==> config.mk <==
export PLATFORM = sky130hd
export DESIGN_NAME = rom_load_ctrl_flat
export DESIGN_NICKNAME = d
export VERILOG_FILES = /design/src/rtl/rom_load_ctrl_if.sv /design/src/rtl/rom_load_ctrl.sv /design/src/flat_wrapper.sv
export SDC_FILE = /design/constraint.sdc
export NUM_CORES = 1
export LEC_CHECK = 0
export CORE_MARGIN = 2
export CORE_UTILIZATION = 50
export DETAILED_ROUTE_END_ITERATION = 12
export GPL_TIMING_DRIVEN = 0
export PLACE_DENSITY = 0.81
export SLEW_MARGIN = 25
export SYNTH_ARGS = -nofsm -noshare
export SYNTH_HDL_FRONTEND = slang
export SYNTH_SLANG_ARGS = --single-unit
==> constraint.sdc <==
create_clock -name CLK -period 3.47 [get_ports CLK]
set_input_delay 0.694 -clock CLK [delete_from_list [all_inputs] [get_ports CLK]]
set_output_delay 0.694 -clock CLK [all_outputs]
set_load 0.05 [all_outputs]
==> src/rtl/rom_load_ctrl_if.sv <==
// ioctl download stream in, registered ROM-bank write port and core status out.
interface rom_load_ctrl_if;
   logic        IOCTL_DOWNLOAD;
   logic [7:0]  IOCTL_INDEX;
   logic        IOCTL_WR;
   logic [24:0] IOCTL_ADDR;
   logic [7:0]  IOCTL_DOUT;
   logic [24:0] DL_ADDR;
   logic [7:0]  DL_DATA;
   logic        DL_WR;
   logic [4:0]  DL_REGION;
   logic        CORE_RESET;
   logic        ROM_READY;
   logic        LOAD_ERROR;

   modport master (
      output IOCTL_DOWNLOAD, IOCTL_INDEX, IOCTL_WR, IOCTL_ADDR, IOCTL_DOUT,
      input  DL_ADDR, DL_DATA, DL_WR, DL_REGION, CORE_RESET, ROM_READY, LOAD_ERROR
   );

   modport slave (
      input  IOCTL_DOWNLOAD, IOCTL_INDEX, IOCTL_WR, IOCTL_ADDR, IOCTL_DOUT,
      output DL_ADDR, DL_DATA, DL_WR, DL_REGION, CORE_RESET, ROM_READY, LOAD_ERROR
   );
endinterface

==> src/rtl/rom_load_ctrl.sv <==
// Time Pilot '84 ROM download sequencer: registers ioctl bytes, tags ROM regions,
// validates image size and holds the core in reset until a good image has settled.
module rom_load_ctrl #(
   parameter int unsigned ROM_SIZE    = 'h18500,
   parameter int unsigned HOLD_CYCLES = 16
) (
   input logic           CLK,
   input logic           RESET,
   rom_load_ctrl_if.slave io
);

   localparam logic [24:0] ROM_SIZE_W = 25'(ROM_SIZE);
   localparam logic [24:0] PROM_BASE  = 25'h18000;
   localparam int unsigned HW         = (HOLD_CYCLES > 1) ? $clog2(HOLD_CYCLES) : 1;
   localparam logic [HW-1:0] HOLD_INIT = HW'(HOLD_CYCLES - 1);

   typedef enum logic [2:0] {IDLE, LOAD, CHECK, HOLD, RUN, ERROR} state_t;

   state_t        state;
   logic [24:0]   byte_count;
   logic          overflow;
   logic [HW-1:0] hold_count;
   logic [24:0]   dl_addr;
   logic [7:0]    dl_data;
   logic          dl_wr;
   logic [4:0]    dl_region;
   logic          core_reset;
   logic          rom_ready;
   logic          load_error;
   logic          dl_active;
   logic [4:0]    region_next;

   assign dl_active = io.IOCTL_DOWNLOAD && (io.IOCTL_INDEX == 8'd0);

   // EPROMs are 8 KiB each below 'h18000; the PROM/LUT area above uses 256-byte slots.
   always_comb begin
      region_next = '0;
      if (io.IOCTL_ADDR < PROM_BASE)
         region_next = {1'b0, io.IOCTL_ADDR[16:13]};
      else
         region_next = 5'd12 + {2'b00, io.IOCTL_ADDR[10:8]};
   end

   always_ff @(posedge CLK) begin
      if (RESET) begin
         state      <= IDLE;
         byte_count <= '0;
         overflow   <= 1'b0;
         hold_count <= '0;
         dl_addr    <= '0;
         dl_data    <= '0;
         dl_wr      <= 1'b0;
         dl_region  <= '0;
         core_reset <= 1'b1;
         rom_ready  <= 1'b0;
         load_error <= 1'b0;
      end else begin
         dl_wr <= 1'b0;
         case (state)
            IDLE, RUN, ERROR: begin
               if (dl_active) begin
                  state      <= LOAD;
                  byte_count <= '0;
                  overflow   <= 1'b0;
                  rom_ready  <= 1'b0;
                  load_error <= 1'b0;
                  core_reset <= 1'b1;
               end
            end
            LOAD: begin
               // A strobe on the cycle the download drops is still part of the image.
               if (io.IOCTL_WR) begin
                  if (io.IOCTL_ADDR < ROM_SIZE_W) begin
                     dl_addr   <= io.IOCTL_ADDR;
                     dl_data   <= io.IOCTL_DOUT;
                     dl_region <= region_next;
                     dl_wr     <= 1'b1;
                     if (byte_count != '1)
                        byte_count <= byte_count + 25'd1;
                  end else begin
                     overflow <= 1'b1;
                  end
               end
               if (!dl_active)
                  state <= CHECK;
            end
            CHECK: begin
               if ((byte_count == ROM_SIZE_W) && !overflow) begin
                  state      <= HOLD;
                  hold_count <= HOLD_INIT;
               end else begin
                  state      <= ERROR;
                  load_error <= 1'b1;
               end
            end
            HOLD: begin
               if (hold_count == '0) begin
                  state      <= RUN;
                  core_reset <= 1'b0;
                  rom_ready  <= 1'b1;
               end else begin
                  hold_count <= hold_count - 1'b1;
               end
            end
            default: state <= IDLE;
         endcase
      end
   end

   assign io.DL_ADDR    = dl_addr;
   assign io.DL_DATA    = dl_data;
   assign io.DL_WR      = dl_wr;
   assign io.DL_REGION  = dl_region;
   assign io.CORE_RESET = core_reset;
   assign io.ROM_READY  = rom_ready;
   assign io.LOAD_ERROR = load_error;

endmodule

==> src/flat_wrapper.sv <==
// flat-port wrapper written by rule: the top's interface ports become plain ports
module rom_load_ctrl_flat 
#(
   parameter int unsigned ROM_SIZE    = 'h18500,
   parameter int unsigned HOLD_CYCLES = 16
)
  (CLK, RESET, io_IOCTL_DOWNLOAD, io_IOCTL_INDEX, io_IOCTL_WR, io_IOCTL_ADDR, io_IOCTL_DOUT, io_DL_ADDR, io_DL_DATA, io_DL_WR, io_DL_REGION, io_CORE_RESET, io_ROM_READY, io_LOAD_ERROR);
  rom_load_ctrl_if io_i ();
  input logic CLK;
  input logic RESET;
  input wire logic [$bits(io_i.IOCTL_DOWNLOAD)-1:0] io_IOCTL_DOWNLOAD;
  input wire logic [$bits(io_i.IOCTL_INDEX)-1:0] io_IOCTL_INDEX;
  input wire logic [$bits(io_i.IOCTL_WR)-1:0] io_IOCTL_WR;
  input wire logic [$bits(io_i.IOCTL_ADDR)-1:0] io_IOCTL_ADDR;
  input wire logic [$bits(io_i.IOCTL_DOUT)-1:0] io_IOCTL_DOUT;
  output wire logic [$bits(io_i.DL_ADDR)-1:0] io_DL_ADDR;
  output wire logic [$bits(io_i.DL_DATA)-1:0] io_DL_DATA;
  output wire logic [$bits(io_i.DL_WR)-1:0] io_DL_WR;
  output wire logic [$bits(io_i.DL_REGION)-1:0] io_DL_REGION;
  output wire logic [$bits(io_i.CORE_RESET)-1:0] io_CORE_RESET;
  output wire logic [$bits(io_i.ROM_READY)-1:0] io_ROM_READY;
  output wire logic [$bits(io_i.LOAD_ERROR)-1:0] io_LOAD_ERROR;
  assign io_i.IOCTL_DOWNLOAD = io_IOCTL_DOWNLOAD;
  assign io_i.IOCTL_INDEX = io_IOCTL_INDEX;
  assign io_i.IOCTL_WR = io_IOCTL_WR;
  assign io_i.IOCTL_ADDR = io_IOCTL_ADDR;
  assign io_i.IOCTL_DOUT = io_IOCTL_DOUT;
  assign io_DL_ADDR = io_i.DL_ADDR;
  assign io_DL_DATA = io_i.DL_DATA;
  assign io_DL_WR = io_i.DL_WR;
  assign io_DL_REGION = io_i.DL_REGION;
  assign io_CORE_RESET = io_i.CORE_RESET;
  assign io_ROM_READY = io_i.ROM_READY;
  assign io_LOAD_ERROR = io_i.LOAD_ERROR;
  rom_load_ctrl #(.ROM_SIZE(ROM_SIZE), .HOLD_CYCLES(HOLD_CYCLES)) u_core (.CLK(CLK), .RESET(RESET), .io(io_i));
endmodule
# After elaboration in Yosys (flattened, before gate mapping)
# Index checks and enable logic that the tools add are counted.
[word_totals] regBits=75 latch_bits=0 ram_bits=0 romBits=0 in_bits=45 output_inout_bits=42 elab_cells=80 mem_count=0
[op_classes] add_sub_neg=3 multipliers=0 div=0 magnitude_cmp=2 n_eq_ne=17 n_shift=0 muxes=26 n_bitwise=2 reduce_logical=19
[ops] operator="25-bit two-way mux" n=4
[ops] operator="25-bit by 17-bit less-than comparator with 1-bit output (second input constant)" n=2
[ops] operator="25-bit one-hot mux with 2 select lines" n=1
[ops] operator="25-bit by 1-bit adder with 25-bit output (second input constant)" n=1
[ops] operator="25-bit by 17-bit == test with 1-bit output (second input constant)" n=1
[ops] operator="25-bit != test (second input constant)" n=1
[ops] operator="3-bit AND reduction" n=5
[ops] operator="3-bit two-way mux" n=4
[ops] operator="3-bit one-hot mux with 4 select lines" n=1
[ops] operator="2-bit by 1-bit != test with 1-bit output (second input constant)" n=5
[ops] operator="2-bit != test (second input constant)" n=5
[ops] operator="8-bit zero test" n=1
[ops] operator="1-bit two-way mux" n=8
[ops] operator="4-bit two-way mux" n=2
[ops] operator="1-bit one-hot mux with 2 select lines" n=4
[ops] operator="4-bit one-hot mux with 2 select lines" n=1
[ops] operator="2-bit nonzero test" n=4
[ops] operator="3-bit by 2-bit == test with 1-bit output (second input constant)" n=2
[ops] operator="3-bit == test (second input constant)" n=2
[ops] operator="3-bit OR reduction" n=2
[ops] operator="4-bit by 3-bit adder with 5-bit output (first input constant)" n=1
[ops] operator="5-bit two-way mux" n=1
[ops] operator="5-bit AND reduction" n=1
[ops] operator="4-bit zero test" n=1
[ops] operator="7 further kinds" n=9

# Logic depth before layout (Yosys ltp)
[depth] word_depth=5 ltp_mapped=8

# Least setup slack after synthesis
# No wires, ideal clock.
[synth_timing] kind="input to register" from="in io_IOCTL_ADDR[20]" to="reg u_core.byte_count[12]" setup_ns=0.071 arrival_time_ns=2.266 required_time_ns=3.399 path_slack_ns=1.134 stages=5 cell_sequence="nor4_1 > nand3_1 > or4_4 > or4_1 > a21oi_1"
[synth_via] elab_chain_len=3
[synth_lines] item="start, declared" line_no="flat_wrapper.sv:14" text="input wire logic [$bits(io_i.IOCTL_ADDR)-1:0] io_IOCTL_ADDR;"
[synth_lines] item="25-bit by 17-bit less-than comparator with 1-bit output" line_no="rom_load_ctrl.sv:73" text="if (io.IOCTL_ADDR < ROM_SIZE_W) begin"
[synth_lines] item="2-bit by 1-bit != test with 1-bit output (no line)"
[synth_lines] item="5-bit AND reduction (no line)"
[synth_lines] item="end signal, assigned" line_no="rom_load_ctrl.sv:79" text="byte_count <= byte_count + 25'd1;"
[synth_lines] item="end, declared" line_no="rom_load_ctrl.sv:20" text="logic [24:0] byte_count;"
# Every way passes these cells.
# A chain may end at the register's enable or synchronous reset.

# Worst setup path in the final report
# Same ends and word-level chain as after synthesis.

==> run summary <==
result of the run - finished clean
number of optimization iterations in the first detailed-route pass - 4
area inside the core boundary - 6681 um2
clock insertion delay at the later pin of the skew report - 0.34 ns
initial antenna violation count - 0
unique cell type count in the Yosys netlist - 54
endpoint of the most critical register-to-register path - u_core.byte_count[22]$_SDFFE_PP0P_
site row count - 30
post-route ant nets - 0
area share of the largest cell type after synthesis - 0.4418
via count - 3,292
final period utilization - 0.8370
VDD IR-drop max - 282.1 uV
crit path capture type - register
number of slew-limit violations in the final report - 0
kind of critical path - input port to register
nature of the critical path startpoint - input port
starting density of the core - 0.5086
PD cells - 341.5 nW/um2
GRT Residual Overflow - 0
buffers inserted by post-CTS timing repair - 0
maximum clock insertion buffer count - 2
number of max-capacitance violations reported - 0
final WL - 9.019 mm
Mapped Cells - 397
net count after synthesis - 446
sequential share of the synthesized area - 0.4418
final std cell area, no fill - 4527 um2
vertical die dimension - 86.44 um
required time worst endpoint - 3.75 ns
largest cells by area after synthesis - sky130_fd_sc_hd__dfxtp_1 44%, sky130_fd_sc_hd__nand2_1 7.7%, sky130_fd_sc_hd__a21oi_1 6.6%
Leakage - 1.511 nW
Layout fillers - 557
slowest cell on the critical path - sky130_fd_sc_hd__or4_4
CTS root buf - sky130_fd_sc_hd__clkbuf_8
count of final hold-check violations - 0
clock tree from TritonCTS - yes
reg2reg start - u_core.byte_count[0]$_SDFFE_PP0P_
number of cells traversed by the worst register-to-register path - 7
CP peak stage delay - 0.54 ns
crit path to - u_core.byte_count[12]$_SDFFE_PP0P_
number of nets in the layout - 543
DR iter-0 viols - 230
average detailed-routed wire length per instance - 15.63 um
pin count of the biggest net entering global routing - 12
total of warnings raised by yosys - 0
slew margin rel. - 0.4260
Critical Path Fanout Max - 6
critical path, cell by cell - clkdlybuf4s50_1 > nor4_1 > nand3_1 > or4_4 > or4_1 > a21oi_1
count of buffers from port buffering - 86
number of instances resized during post-cts repair - 0
Worst Setup SP - io_IOCTL_ADDR[20]
half-perimeter wire length of the detailed placement result - 6.640 mm
min-delay worst type - register to register
post-synthesis cell area - 3398 um2
Worst-path clk slew - 0.08 ns
Post-synth EDFFs - 0
minimum clock period - 2.904 ns
DIE AREA - 7472 um2
Num CTS Buffers - 9
total negative setup slack - 0 ns
I/O pin total - 87
top cell type by total area after synthesis - sky130_fd_sc_hd__dfxtp_1
number of remaining DRC errors - 0
setup-violating endpoint count in the final report - 0
deepest level of the CTS H-tree - 3
#FFs+latches synth - 75
Worst Tran Pin Value - 0.8611 ns
r2r setup slk - 1.09 ns
die width - 86.44 um
share of flip-flops with an asynchronous set or reset - 0
global-route wire length before repair - 14.98 mm
number of global-route vias before repair - 3,282
arrival time of the worst setup path - 3.18 ns
layout cell share with drive strength beyond 1 - 0.06237
sink count of the clock tree - 75
average size of a mapped cell - 8.560 um2
Hold-fix buffers, CTS - 0
maximum achievable frequency - 344.3 MHz
combined global-route utilization of all metal layers - 0.2528
Syn-to-layout area delta - 33.21%
top cells by count, synth - 75 x sky130_fd_sc_hd__dfxtp_1, 70 x sky130_fd_sc_hd__nand2_1, 45 x sky130_fd_sc_hd__a21oi_1, 18 x sky130_fd_sc_hd__clkbuf_1, 15 x sky130_fd_sc_hd__and3_1
antenna diode count - 0
weighted congestion at the end of routability-driven global placement - 0.8539
setup repair after global routing missed its margin - false
via density per instance - 5.705
leading register cell type out of synthesis - sky130_fd_sc_hd__dfxtp_1
dominant cell by count in the synthesized netlist - sky130_fd_sc_hd__dfxtp_1
placed cell area - 4359 um2
worst setup skew after layout - 0.01096 ns
## per-stage QoR
stage	total power [mW]	setup slack, ns	instances	hold WS [ns]	util
after global routing	1.602	0.4210	577	0.4752	0.6775
after detailed placement	0.9680	0.2924	563	0.4417	0.6524
final	1.546	0.5657	577	0.4488	0.6775
after CTS	1.555	0.6473	577	0.4516	0.6775
after floorplan	0.9035	1.134	397	0.4371	-
after global placement	0.9669	0.3420	563	0.4337	0.6524
## worst min path at each step
| stage | from | slack [ns] | cells past startpoint | to |
|---|---|---|---|---|
| detailed placement | u_core.io.LOAD_ERROR$_SDFFE_PP0P_ | 0.44 | 2 | u_core.io.LOAD_ERROR$_SDFFE_PP0P_ |
| floorplan | u_core.overflow$_SDFFE_PP0P_ | 0.44 | 2 | u_core.overflow$_SDFFE_PP0P_ |
| CTS | u_core.io.LOAD_ERROR$_SDFFE_PP0P_ | 0.45 | 2 | u_core.io.LOAD_ERROR$_SDFFE_PP0P_ |
| global route | u_core.io.DL_ADDR[3]$_SDFFE_PP0P_ | 0.48 | 2 | u_core.io.DL_ADDR[3]$_SDFFE_PP0P_ |
| finish | u_core.io.LOAD_ERROR$_SDFFE_PP0P_ | 0.45 | 2 | u_core.io.LOAD_ERROR$_SDFFE_PP0P_ |
| global placement | u_core.io.LOAD_ERROR$_SDFFE_PP0P_ | 0.43 | 2 | u_core.io.LOAD_ERROR$_SDFFE_PP0P_ |
## worst max-delay path: cells and delay by family
family / cells / cell delay (ns)
buffers and inverters: 1 / 0.43
AND/OR/NAND/NOR: 4 / 1.89
AO/OA/AOI/OAI: 1 / 0.16
## cells in the final DEF (no fill, tap or decap), drive strengths merged, types with 5 or more instances in the layout
master	count
nor3	7
nor4	9
or3	6
a211oi	6
clkdlybuf4s50	86
nor2	13
o31ai	7
inv	10
nand4	7
o2111ai	11
a2111o	6
nand3	15
dfxtp	75
a21oi	45
nand2b	8
nand2	70
buf	5
and3	16
o21ai	11
clkbuf	31
## where the power goes
group	total, mW	internal [mW]	switching (mW)
clock	0.598	0.290	0.308
combinational	0.0880	0.0515	0.0364
sequential	0.860	0.860	0.0000580
## layout make-up
cell class	instances	area, um2	share of cell area
Sequential cell	75	1501	0.3317
Inverter	10	37.54	0.008292
Timing Repair Buffer	86	860.8	0.1902
Tap cell	80	100.1	0.02211
Buffer	24	111.4	0.02460
Clock buffer	12	155.1	0.03427
Clock inverter	2	12.51	0.002764
Multi-Input combinational cell	288	1748	0.3861
## kinds of logic (layout without fill, tap and decap cells)
logic type               count (synthesis)  after routing  synth area share
buffers and inverters                   34            134           0.04381
AND/OR/NAND/NOR                        176            176            0.2831
flip-flops                              75             75            0.4418
multiplexers                             4              4           0.01178
XOR/XNOR                                 3              3          0.007733
adder cells (fa/ha/maj)                  4              4           0.01473
AO/OA/AOI/OAI                          101            101            0.1970
## metal layers
layer  part of all wire  global-route usage
met4              0.015             0.08807
met5                  0                   0
met1               0.45              0.3174
met2               0.45              0.3986
met3              0.078             0.09619
## state kept, by name, summed over array words and instances, names as in the netlist
register	cells
u_core.byte_count	25
u_core.hold_count	4
u_core.io.CORE_RESET	1
u_core.io.DL_ADDR	25
u_core.io.DL_DATA	8
u_core.io.DL_REGION	5
u_core.io.DL_WR	1
u_core.io.LOAD_ERROR	1
u_core.io.ROM_READY	1
u_core.overflow	1
u_core.state	3
(Power assumes the default switching activity.)
